## src/rtl/punc_run_ctrl.sv

```systemverilog
// Run/halt/step controller with breakpoint comparators for a small core.
// Define PUNC_INSTR_COUNT_EN to build the retired-instruction counter.
module punc_run_ctrl #(
  parameter int ADDR_W   = 16,
  parameter int NUM_BP   = 4,
  parameter bit AUTO_RUN = 1'b0
) (
  input  logic              clk,
  input  logic              rst,
  input  logic              cmd_valid,
  output logic              cmd_ready,
  input  logic [2:0]        cmd_op,
  input  logic [2:0]        cmd_idx,
  input  logic [ADDR_W-1:0] cmd_addr,
  input  logic [ADDR_W-1:0] pc_next,
  input  logic              instr_done,
  input  logic              trap_halt,
  output logic              core_en,
  output logic [1:0]        run_state,
  output logic [1:0]        stop_cause,
  output logic [2:0]        bp_hit_idx,
  output logic [31:0]       instr_count
);

  typedef enum logic [1:0] {
    HALTED   = 2'd0,
    RUNNING  = 2'd1,
    STEPPING = 2'd2,
    DRAINING = 2'd3
  } state_e;

  localparam logic [2:0] OP_RUN    = 3'd1;
  localparam logic [2:0] OP_HALT   = 3'd2;
  localparam logic [2:0] OP_STEP   = 3'd3;
  localparam logic [2:0] OP_SET_BP = 3'd4;
  localparam logic [2:0] OP_CLR_BP = 3'd5;

  localparam logic [1:0] CAUSE_CMD  = 2'd1;
  localparam logic [1:0] CAUSE_BP   = 2'd2;
  localparam logic [1:0] CAUSE_TRAP = 2'd3;

  localparam state_e RESET_ST = AUTO_RUN ? RUNNING : HALTED;

  state_e              state_q, state_d;
  logic                core_en_q;
  logic [1:0]          cause_q, cause_d;
  logic [2:0]          hit_q, hit_d;
  logic [NUM_BP-1:0]   bp_en_q;
  logic [ADDR_W-1:0]   bp_addr_q [NUM_BP];
  logic                accept;
  logic                bp_match;
  logic [2:0]          bp_idx;

  // Handshake: a command transfers on a cycle where cmd_valid and cmd_ready are both high.
  assign cmd_ready  = (state_q == HALTED) || (state_q == RUNNING);
  assign accept     = cmd_valid && cmd_ready;
  assign core_en    = core_en_q;
  assign run_state  = state_q;
  assign stop_cause = cause_q;
  assign bp_hit_idx = hit_q;

  // Downward scan so the lowest matching index wins.
  always_comb begin
    bp_match = 1'b0;
    bp_idx   = 3'd0;
    for (int i = NUM_BP - 1; i >= 0; i--) begin
      if (bp_en_q[i] && (bp_addr_q[i] == pc_next)) begin
        bp_match = 1'b1;
        bp_idx   = 3'(i);
      end
    end
  end

  always_comb begin
    state_d = state_q;
    cause_d = cause_q;
    hit_d   = hit_q;
    unique case (state_q)
      HALTED: begin
        if (accept && cmd_op == OP_RUN)       state_d = RUNNING;
        else if (accept && cmd_op == OP_STEP) state_d = STEPPING;
      end
      RUNNING: begin
        if (instr_done && trap_halt) begin
          state_d = HALTED;
          cause_d = CAUSE_TRAP;
        end else if (instr_done && bp_match) begin
          state_d = HALTED;
          cause_d = CAUSE_BP;
          hit_d   = bp_idx;
        end else if (accept && cmd_op == OP_HALT) begin
          if (instr_done) begin
            state_d = HALTED;
            cause_d = CAUSE_CMD;
          end else begin
            state_d = DRAINING;
          end
        end
      end
      STEPPING, DRAINING: begin
        if (instr_done) begin
          state_d = HALTED;
          cause_d = trap_halt ? CAUSE_TRAP : CAUSE_CMD;
        end
      end
      default: state_d = HALTED;
    endcase
  end

  always_ff @(posedge clk or negedge rst) begin
    if (!rst) begin
      state_q   <= RESET_ST;
      core_en_q <= (RESET_ST != HALTED);
      cause_q   <= 2'd0;
      hit_q     <= 3'd0;
    end else begin
      state_q   <= state_d;
      core_en_q <= (state_d != HALTED);
      cause_q   <= cause_d;
      hit_q     <= hit_d;
    end
  end

  // Out-of-range indices match no slot, so such writes are accepted and dropped.
  always_ff @(posedge clk or negedge rst) begin
    if (!rst) begin
      bp_en_q <= '0;
      for (int i = 0; i < NUM_BP; i++) bp_addr_q[i] <= '0;
    end else if (accept && (cmd_op == OP_SET_BP || cmd_op == OP_CLR_BP)) begin
      for (int i = 0; i < NUM_BP; i++) begin
        if (int'(cmd_idx) == i) begin
          if (cmd_op == OP_SET_BP) begin
            bp_en_q[i]   <= 1'b1;
            bp_addr_q[i] <= cmd_addr;
          end else begin
            bp_en_q[i] <= 1'b0;
          end
        end
      end
    end
  end

`ifdef PUNC_INSTR_COUNT_EN
  logic [31:0] cnt_q;

  always_ff @(posedge clk or negedge rst) begin
    if (!rst) begin
      cnt_q <= '0;
    end else if (accept && cmd_op == OP_RUN && state_q == HALTED) begin
      cnt_q <= '0;
    end else if (instr_done && core_en_q) begin
      cnt_q <= cnt_q + 32'd1;
    end
  end

  assign instr_count = cnt_q;
`else
  assign instr_count = 32'd0;
`endif

endmodule

```

## config.mk

```make
export PLATFORM = sky130hd
export DESIGN_NAME = punc_run_ctrl
export DESIGN_NICKNAME = d
export VERILOG_FILES = /design/src/rtl/punc_run_ctrl.sv
export SDC_FILE = /design/constraint.sdc
export NUM_CORES = 1
export LEC_CHECK = 0
export BUFFER_PORTS_ARGS = -buffer_cell sky130_fd_sc_hd__buf_2
export CAP_MARGIN = 5
export CORE_MARGIN = 5
export CORE_UTILIZATION = 50
export CTS_CLUSTER_DIAMETER = 80
export DETAILED_ROUTE_END_ITERATION = 10
export PLACE_DENSITY = 0.74
export SKIP_LAST_GASP = 1
export SYNTH_ARGS = -nofsm -noshare
export SYNTH_HDL_FRONTEND = slang
export SYNTH_SLANG_ARGS = --single-unit
```

## constraint.sdc

```tcl
create_clock -name clk -period 6.86 [get_ports clk]
set_input_delay 1.029 -clock clk [delete_from_list [all_inputs] [get_ports clk]]
set_output_delay 1.029 -clock clk [all_outputs]
set_load 0.01 [all_outputs]
```

==> summary.md, run 1 <==
| Metric | Value |
|---|---|
| Run status | `finished, final reports clean` |
| Relative slew slack | `0.3540` |
| Hold WC Path Type | `reg2reg` |
| Cts hold-fix bufs | `0` |
| Cells on worst reg2reg path | `4` |
| Worst Tran Pin Value | `0.9658 ns` |
| Final max-slew violation count | `0` |
| Clock Latency Late Sink | `0.35 ns` |
| Routability cong. | `0.8478` |
| Peak VDD IR | `119.0 uV` |
| Ys async rst share | `1.000` |
| DRC viols | `0` |
| Worst r2r src | `run_state[1]$_DFF_PN0_` |
| Cell taking the most area after synthesis | `dfrtp_1` |
| YS warnings | `0` |
| Final TNS setup | `0 ns` |
| Initial core utilization | `0.5060` |
| Worst-path clk slew | `0.08 ns` |
| Die area | `roughly 10000 um2` |
| Dominant cells by area after synthesis | `dfrtp_1 46%, mux2_2 15%, xor2_1 9.6%` |
| Most frequent cell after synthesis | `dfrtp_1` |
| Die width | `~100 um` |
| Hold Crit Depth | `1` |
| Count of cell types in the netlist | `45` |
| Area Overhead vs Synth | `9.441%` |
| Tmin final | `2.817 ns` |
| Share of the synthesized area in the top cell type | `0.4583` |
| Remaining antenna violation count after routing | `0` |
| Hold_sp | `stop_cause[0]$_DFFE_PN0P_` |
| Antenna Cells | `0` |
| Synth Register Bits | `75` |
| I/O Pins | `84` |
| Max-cap violations | `0` |
| Crit-path leading delay family | `simple AND/OR/NAND/NOR gates` |
| Drt first pass iters | `4` |
| Largest net degree at the start of global routing | `76` |
| Final Hold Viols | `0` |
| 1st-iter DRT viols | `66` |
| Post-CTS Setup Repair Bufs | `0` |
| Share of layout cells above drive strength 1 | `0.3683` |
| Req. time, crit path | `7.08 ns` |
| Sink Count | `75` |
| Slowest Stage Delay on Critical Path | `0.57 ns` |
| Worst endpoint data arrival time | `3.04 ns` |
| Number of global-route vias before repair | `2635` |
| Post-synth EDFFs | `0` |
| CP max stage cell | `nor4_1` |
| CP bufs+invs | `1` |
| R2R Setup Slk | `4.39 ns` |
| Die Y | `100.5 um` |
| CTS Buffer Depth | `2` |
| Critical Path Source Type | `input pin` |
| Initial antenna violation count | `0` |
| WS Path Type | `in2reg` |
| Row count | `33` |
| Core area | `8093 um2` |
| DRT Wirelength | `slightly above 8000 um` |
| Pleak | `2.189 nW` |
| Non-Filler Instances | `496` |
| Sequential cell area | `1877 um2` |
| Synthesized area | `4095 um2` |
| Commonest cells in the netlist | `75 x dfrtp_1, 56 x mux2_2, 45 x xor2_1, 35 x buf_4, 19 x xnor2_1` |
| Via/cell ratio | `approximately 5.2` |
| Main flop type after synthesis | `dfrtp_1` |
| Filler cell count | `704` |
| CP cell instances | `buf_2, xor2_1, nor4_1, nand4_1, o22ai_2, nor3_1, or4_1` |
| Cell area power density | `around 240 nW/um2` |
| Crit share post-route | `0.4107` |
| GRT Overall Usage | `0.1751` |
| Wire per inst | `16.62 um` |
| Final nets | `429` |
| GRT overflow | `0` |
| CTS Buf Count | `9` |
| Mapped Cells | `330` |
| CTS root buf | `clkbuf_8` |
| Crit. End Element | `flop` |
| Placed instance count | `480` |
| TritonCTS clock tree | `yes` |
| Number of H-tree levels | `3` |
| Post-cts repair resize count | `0` |
| Multi-input logic area | `2013 um2` |
| Post-DP HPWL | `6123 um` |
| RSZ-0062 raised after global routing | `no` |
| Reg2Reg Capture Point | `bp_addr_q[9]$_DFFE_PN0P_` |
| Hold endpoint | `stop_cause[0]$_DFFE_PN0P_` |
| Max FO, Critical Path | `5` |
| Port bufs | `50` |
| Final setup viols | `0` |
| Via count | `2570` |
| Fmax | `355.0 MHz` |
| First-pass GRT wire length | `13460 um` |
| Clock skew | `0.005135 ns` |
| Sequential-to-total area share from yosys stat | `0.4583` |
| Syn avg cell area | `12.41 um2` |
[stage by stage]
step / cell area, um2 / utilization / setup WS [ns] / hold WS (ns) / power, W
floorplan: 4215 / - / 4.044 / 0.4564 / 0.0007118
global placement: 4302 / 0.5315 / 3.777 / 0.4795 / 0.0007697
detailed placement: 4302 / 0.5315 / 3.718 / 0.4876 / 0.0007776
CTS: 4482 / 0.5538 / 4.098 / 0.5054 / 0.001094
global route: 4482 / 0.5538 / 3.930 / 0.5177 / 0.001141
finish: 4482 / 0.5538 / 4.043 / 0.5009 / 0.001077
[cell type report]
| type | instances | area share |
|---|---|---|
| Tap cell | 105 | 0.02931 |
| Clock buffer | 12 | 0.03462 |
| Inverter | 4 | 0.003350 |
| Timing Repair Buffer | 52 | 0.05918 |
| Clock inverter | 4 | 0.005583 |
| Multi-Input combinational cell | 244 | 0.4492 |
| Sequential cell | 75 | 0.4188 |
[how the worst max path moves through the flow]
stage | cells after the start | to | from | slack [ns]
after floorplan | 6 | bp_addr_q[23]$_DFFE_PN0P_ | cmd_op[1] | 4.04
after global placement | 4 | bp_addr_q[13]$_DFFE_PN0P_ | cmd_op[1] | 3.78
after detailed placement | 7 | core_en$_DFF_PN0_ | pc_next[3] | 3.72
after CTS | 7 | core_en$_DFF_PN0_ | pc_next[3] | 4.10
after global routing | 7 | core_en$_DFF_PN0_ | pc_next[3] | 3.93
final | 7 | core_en$_DFF_PN0_ | pc_next[3] | 4.04
[cell families after synthesis]
family	count (synthesis)	synth area share
flip-flops	75	0.4583
AO/OA/AOI/OAI	21	0.03667
XOR/XNOR	64	0.1369
other	1	0.0009157
buffers and inverters	43	0.07943
multiplexers	65	0.1870
AND/OR/NAND/NOR	61	0.1008
[power breakdown]
part           switching [W]  internal [W]  total, W
Sequential         0.0000426      0.000505  0.000548
Clock               0.000161      0.000150  0.000311
Combinational       0.000109      0.000110  0.000219
[layer usage]
metal	global-route usage	vias to the layer above	routed length, um	part of all wire
met3	0.03460	10	522	0.063
li1	-	1205	-	-
met5	0	-	0	0
met2	0.2793	87	3921	0.48
met4	0.05803	0	123	0.015
met1	0.2403	1268	3675	0.45
[worst reg2reg max path, stage by stage, from the launching register on]
cell      delay (ns)
dfrtp_1         0.42
nand2b_4        0.16
or4b_4          0.54
nor3_4          0.81
mux2_2          0.43
[state kept, by name, summed over array words and instances, names as in the netlist]
name and flops:
bp_addr_q 64, core_en 1, stop_cause 2, run_state 2, bp_en_q 4, bp_hit_idx 2
[cell usage in the layout, fill, tap and decap left out, types with 7 or more instances in the layout]
cell type  count
mux2_2        56
buf_2         50
mux2_4         9
nand2_1        7
xor2_1        45
xnor2_1       19
clkbuf_8      11
nor4_1         9
dfrtp_1       75
nor2_1         7
conb_1        33
Note: power is estimated with default switching activity, not from simulation.
==> run 2, diff against run 1 <==
- ABC_AREA: not set -> 1
- PLACE_DENSITY: 0.74 -> 0.72
- clock period: 6.86 -> 2.92 ns (I/O delays scaled with it)
==> summary.md, run 2 <==
| Metric | Value |
|---|---|
| Max FO, Critical Path | `23` |
| 1st-iter DRT viols | `380` |
| Cells on worst reg2reg path | `7` |
| Hold WC Path Type | `in2async` |
| Commonest non-fill, non-tap cell in the layout | `nand2_1` |
| Reg2Reg Capture Point | `bp_addr_q[48]$_DFFE_PN0P_` |
| Area Overhead vs Synth | `8.360%` |
| Fmax | `514.1 MHz` |
| Cts hold-fix bufs | `0` |
| Slowest Stage Delay on Critical Path | `0.43 ns` |
| Crit path top cell by count | `nand2_1` |
| WS Path Type | `reg2reg` |
| Via/cell ratio | `5.070` |
| Post-DP HPWL | `around 13000 um` |
| Tmin final | `1.945 ns` |
| Placed Area | `5403 um2` |
| Sink Count | `75` |
| I/O Pins | `84` |
| Post-cts repair resize count | `0` |
| Core area | `10180 um2` |
| Relative slew slack | `0.6492` |
| Clock Latency Late Sink | `0.36 ns` |
| Number of H-tree levels | `3` |
| Worst endpoint data arrival time | `2.18 ns` |
| GRT Overall Usage | `0.2577` |
| Routability cong. | `0.9633` |
| GRT overflow | `0` |
| Worst-path clk slew | `0.08 ns` |
| Cell area power density | `439.3 nW/um2` |
| Commonest non-fill, non-tap cells in the layout | `279 x nand2_1, 99 x inv_1, 90 x nor2_1, 75 x dfrtp_1, 71 x o21ai_0` |
| Clock skew | `just over 0.007 ns` |
| Critical Path Source Type | `flop` |
| Initial antenna violation count | `0` |
| RSZ-0062 raised after global routing | `no` |
| Die area | `12390 um2` |
| Final setup viols | `0` |
| Via count | `4964` |
| Row count | `37` |
| Initial core utilization | `0.5041` |
| CP bufs+invs | `1` |
| Max-cap violations | `0` |
| Largest reg by FF count | `bp_addr_q` |
| First-pass GRT wire length | `24860 um` |
| Main flop type after synthesis | `dfrtp_1` |
| Run status | `finished, final reports clean` |
| Antenna Cells | `0` |
| Final Instance Area | `5563 um2` |
| CP cell instances | `nor2_1, nand3_1, nor4_1, nand2_1, buf_4, nand2_1, o21ai_0` |
| Crit share post-route | `0.6661` |
| Largest net degree at the start of global routing | `40` |
| Max reg flops | `64` |
| Final nets | `882` |
| Synth Register Bits | `75` |
| Die Y | `111.3 um` |
| Post-route setup slack | `0.9749 ns` |
| CTS Buffer Depth | `2` |
| Share of layout cells above drive strength 1 | `0.1103` |
| Final Hold Viols | `0` |
| Count of cell types in the netlist | `33` |
| CTS root buf | `clkbuf_8` |
| Synthesized area | `5134 um2` |
| Core Util, Final | `0.5462` |
| Die width | `~110 um` |
| Worst r2r src | `run_state[1]$_DFF_PN0_` |
| Post-synth EDFFs | `0` |
| DRT Wirelength | `15760 um` |
| Crit-path leading delay family | `simple AND/OR/NAND/NOR gates` |
| Drt first pass iters | `5` |
| Filler cell count | `1041` |
| Final TNS setup | `0 ns` |
| Wire per inst | `16.10 um` |
| CTS Buf Count | `9` |
| Post-CTS Setup Repair Bufs | `0` |
| Share of the synthesized area in the top cell type | `0.3656` |
| Sequential-to-total area share from yosys stat | `0.3656` |
| Pleak | `between 2 and 3 nW` |
| Pre-CTS setup slack | `0.8721 ns` |
| Commonest cells in the netlist | `279 x nand2_1, 99 x inv_1, 90 x nor2_1, 75 x dfrtp_1, 71 x o21ai_0` |
| Mapped Cells | `788` |
| YS warnings | `0` |
| Leading registers by flop count | `bp_addr_q (64), bp_en_q (4)` |
| Syn avg cell area | `roughly 6.5 um2` |
| Port bufs | `50` |
| Dominant cells by area after synthesis | `dfrtp_1 37%, nand2_1 20%, inv_1 7.2%` |
| Cell taking the most area after synthesis | `dfrtp_1` |
| Peak VDD IR | `266.4 uV` |
| Number of global-route vias before repair | `4693` |
| Crit. End Element | `flop` |
| Final max-slew violation count | `0` |
| Worst Tran Pin Value | `roughly 0.52 ns` |
| Hold_ws | `between 0.1 and 0.15 ns` |
| R2R Setup Slk | `0.97 ns` |
| TritonCTS clock tree | `yes` |
| Ys async rst share | `1.000` |
| Remaining antenna violation count after routing | `0` |
| DRC viols | `0` |
| Most frequent cell after synthesis | `nand2_1` |
| Req. time, crit path | `3.16 ns` |
| CP max stage cell | `dfrtp_1` |
[run 2: changes by cell type in the layout (fill, tap and decap cells not counted), sizes merged, moves of 39 or more]
cell / delta
nor2: +86
nand2: +278
mux2: -65
xor2: -39
o21ai: +73
inv: +100
[run 2: cell families after synthesis]
| kind of cell | Yosys count | synth area share |
|---|---|---|
| AO/OA/AOI/OAI | 85 | 0.08701 |
| XOR/XNOR | 18 | 0.03217 |
| buffers and inverters | 152 | 0.1377 |
| flip-flops | 75 | 0.3656 |
| other | 1 | 0.0007305 |
| AND/OR/NAND/NOR | 457 | 0.3768 |
[run 2: worst max path at each step]
stage	startpoint	to	depth (start not counted)
after floorplan	pc_next[14]	bp_hit_idx[0]$_DFFE_PN0P_	11
after global placement	cmd_valid	bp_addr_q[48]$_DFFE_PN0P_	9
after detailed placement	cmd_valid	bp_addr_q[53]$_DFFE_PN0P_	9
after CTS	run_state[1]$_DFF_PN0_	bp_addr_q[53]$_DFFE_PN0P_	7
after global routing	run_state[1]$_DFF_PN0_	bp_addr_q[53]$_DFFE_PN0P_	6
final	run_state[1]$_DFF_PN0_	bp_addr_q[48]$_DFFE_PN0P_	7
[run 2: where the power goes]
part / internal, W / leakage, nW / total (W) / switching, W
clock: 0.000324 / 0.0860 / 0.000712 / 0.000388
sequential: 0.00112 / 1.02 / 0.00120 / 0.0000752
combinational: 0.000176 / 1.79 / 0.000536 / 0.000360
[run 2: through the flow]
step,cells,power (W)
floorplan,820,0.001566
global placement,964,0.001735
detailed placement,964,0.001748
CTS,979,0.002458
global route,979,0.002583
finish,979,0.002444
[run 2: metal layers]
metal / track usage / vias to the layer above / wire length [um]
met4: 0.08516 / 0 / 289
met3: 0.04148 / 22 / 1157
met2: 0.4310 / 176 / 7442
li1: - / 2484 / -
met1: 0.3416 / 2282 / 6874
met5: 0 / - / 0
[run 2: area by class of cell]
type / count / area, um2 / share of cell area
clock buffer: 12 / 145.1 / 0.02609
timing repair buffer: 56 / 295.3 / 0.05308
tap: 136 / 170.2 / 0.03059
inverter: 104 / 390.4 / 0.07018
clock inverter: 3 / 15.01 / 0.002699
multi-input combinational: 593 / 2670 / 0.4800
sequential: 75 / 1877 / 0.3374
==> run 3, diff against run 2 <==
- ABC_AREA: 1 -> 0
- PLACE_DENSITY: 0.72 -> 0.74
- clock period: 2.92 -> 1.8 ns (I/O delays scaled with it)
==> summary.md, run 3 (same netlist as run 1, synthesis figures left out) <==
| Metric | Value |
|---|---|
| Row count | `33` |
| Number of H-tree levels | `3` |
| Post-DP HPWL | `6990 um` |
| Via count | `2884` |
| Remaining antenna violation count after routing | `0` |
| Max reg flops | `64` |
| Max-cap violations | `0` |
| Failing checks | `negative setup slack` |
| Commonest non-fill, non-tap cells in the layout | `75 x dfrtp_1, 50 x buf_2, 48 x buf_4, 43 x xor2_1, 41 x mux2_4` |
| CTS Buf Count | `9` |
| RSZ-0062 raised after global routing | `yes` |
| First-pass GRT wire length | `15340 um` |
| DRC viols | `0` |
| Tmin final | `about 2.2 ns` |
| Drt first pass iters | `6` |
| Port bufs | `50` |
| CP max stage cell | `or4b_4` |
| Slowest Stage Delay on Critical Path | `about 0.5 ns` |
| Hold WC Path Type | `in2reg` |
| DRT Wirelength | `9981 um` |
| Largest reg by FF count | `bp_addr_q` |
| Max FO, Critical Path | `9` |
| GRT overflow | `0` |
| Clock Latency Late Sink | `between 0.3 and 0.4 ns` |
| Crit-path leading delay family | `simple AND/OR/NAND/NOR gates` |
| 1st-iter DRT viols | `110` |
| Die Y | `100.5 um` |
| Non-Filler Instances | `about 560` |
| Core area | `~8000 um2` |
| Crit. End Element | `flop` |
| Initial antenna violation count | `0` |
| Largest net degree at the start of global routing | `76` |
| CTS Buffer Depth | `2` |
| Relative slew slack | `0.5309` |
| Die width | `100.5 um` |
| Worst endpoint data arrival time | `2.45 ns` |
| Final setup viols | `72` |
| Pre-CTS setup slack | `-0.4117 ns` |
| TritonCTS clock tree | `yes` |
| Initial core utilization | `0.5060` |
| Leading registers by flop count | `bp_addr_q (64), bp_en_q (4)` |
| Req. time, crit path | `2.03 ns` |
| Placed instance count | `~530` |
| CP cell instances | `nand2b_4, or4b_4, or3b_4, nor2_8, buf_12, mux2_2` |
| Cells on worst reg2reg path | `6` |
| Hold Crit Depth | `2` |
| Share of layout cells above drive strength 1 | `0.4956` |
| Final Hold Viols | `0` |
| Number of global-route vias before repair | `3006` |
| WS Path Type | `reg2reg` |
| Worst r2r src | `run_state[1]$_DFF_PN0_` |
| Cell area power density | `817.3 nW/um2` |
| Hold endpoint | `bp_addr_q[15]$_DFFE_PN0P_` |
| I/O Pins | `84` |
| Peak VDD IR | `537.5 uV` |
| Commonest non-fill, non-tap cell in the layout | `dfrtp_1` |
| Worst-path clk slew | `0.08 ns` |
| Critical Path Source Type | `flop` |
| CTS root buf | `clkbuf_8` |
| GRT Overall Usage | `0.1977` |
| Clock skew | `0.01164 ns` |
| Die area | `around 10000 um2` |
| Final nets | `495` |
| CP bufs+invs | `1` |
| Fmax | `449.4 MHz` |
| Final max-slew violation count | `0` |
| Hold_sp | `cmd_addr[15]` |
| Area Overhead vs Synth | `31.50%` |
| Worst Tran Pin Value | `0.7021 ns` |
| Crit share post-route | `1.236` |
| Sink Count | `75` |
| R2R Setup Slk | `-0.43 ns` |
| Pleak | `~2.6 nW` |
| Antenna Cells | `0` |
| Wire per inst | `17.79 um` |
| Run status | `finished, violations left` |
| Via/cell ratio | `5.141` |
| Routability cong. | `0.8357` |
| Reg2Reg Capture Point | `bp_addr_q[19]$_DFFE_PN0P_` |
| Post-route setup slack | `-0.4254 ns` |
run 3: cell types whose count changed in the layout (fill, tap and decap cells not counted), moves of 13 or more:
cell     before  now
buf_4         6   48
inv_1        99    4
mux2_2        0   24
mux2_4        0   41
nand2_1     279    7
nand3_1      24    4
nand4_1      19    6
nor2_1       90    6
o21ai_0      71    1
xor2_1        5   43
run 3: repair_timing:
item                                    in CTS  in global routing
resized for setup                           21                 14
endpoints found under the setup margin      72                 73
buffers inserted                             8                  3
cloned                                       1                  1
endpoints found under the hold margin       75                  0
pin swaps                                   15                  8
hold buffers                                 1                  0
run 3: area by class of cell:
cell class | count | area [um2]
fillers | 579 | 2708
multi-input cells | 244 | 2260
flip-flops and latches | 75 | 1877
repair buffers | 118 | 934.6
clock buffers | 10 | 137.6
well taps | 105 | 131.4
clock inverters | 5 | 30.03
inverters | 4 | 15.01
run 3: through the flow:
stage / total power [W] / setup TNS [ns] / utilization / hold slack [ns] / instance area, um2
global placement: 0.003143 / -17.82 / 0.6075 / 0.3361 / 4916
detailed placement: 0.003194 / -19.94 / 0.6075 / 0.3346 / 4916
global route: 0.004609 / -24.50 / 0.6654 / 0.1956 / 5385
CTS: 0.004381 / -20.08 / 0.6524 / 0.1882 / 5280
finish: 0.004401 / -21.42 / 0.6654 / 0.1977 / 5385
floorplan: 0.002764 / -26.54 / - / -0.02559 / 4342
run 3: worst max path at each step:
| stage | start | endpoint | slack (ns) | depth (start not counted) |
|---|---|---|---|---|
| 3_3_place_gp | pc_next[0] | core_en$_DFF_PN0_ | -0.37 | 9 |
| 5_1_grt | run_state[1]$_DFF_PN0_ | bp_addr_q[21]$_DFFE_PN0P_ | -0.46 | 6 |
| 6_report | run_state[1]$_DFF_PN0_ | bp_addr_q[19]$_DFFE_PN0P_ | -0.43 | 6 |
| 2_1_floorplan | run_state[1]$_DFF_PN0_ | bp_addr_q[23]$_DFFE_PN0P_ | -0.52 | 7 |
| 3_5_place_dp | pc_next[0] | core_en$_DFF_PN0_ | -0.41 | 9 |
| 4_1_cts | run_state[1]$_DFF_PN0_ | bp_addr_q[19]$_DFFE_PN0P_ | -0.41 | 6 |
run 3: report_power, final:
group          switching [W]  leakage [nW]  total [W]  internal, W
clock network       0.000624        0.0839    0.00115     0.000523
logic               0.000515          1.57    0.00114     0.000630
registers           0.000184         0.988    0.00211      0.00193
total                0.00132          2.64    0.00440      0.00308
run 3: routing by layer:
layer  vias up  track usage  part of all wire
met3        20      0.02561             0.050
met4         0      0.07979             0.022
li1       1327            -                 -
met5         -            0                 0
met2       102       0.3445              0.51
met1      1435       0.2485              0.42
run 3: worst reg2reg max path, stage by stage, from the launching register on:
cell	delay, ns
dfrtp_1	0.39
nand2b_4	0.15
or4b_4	0.50
or3b_4	0.43
nor2_8	0.15
buf_12	0.16
mux2_2	0.34
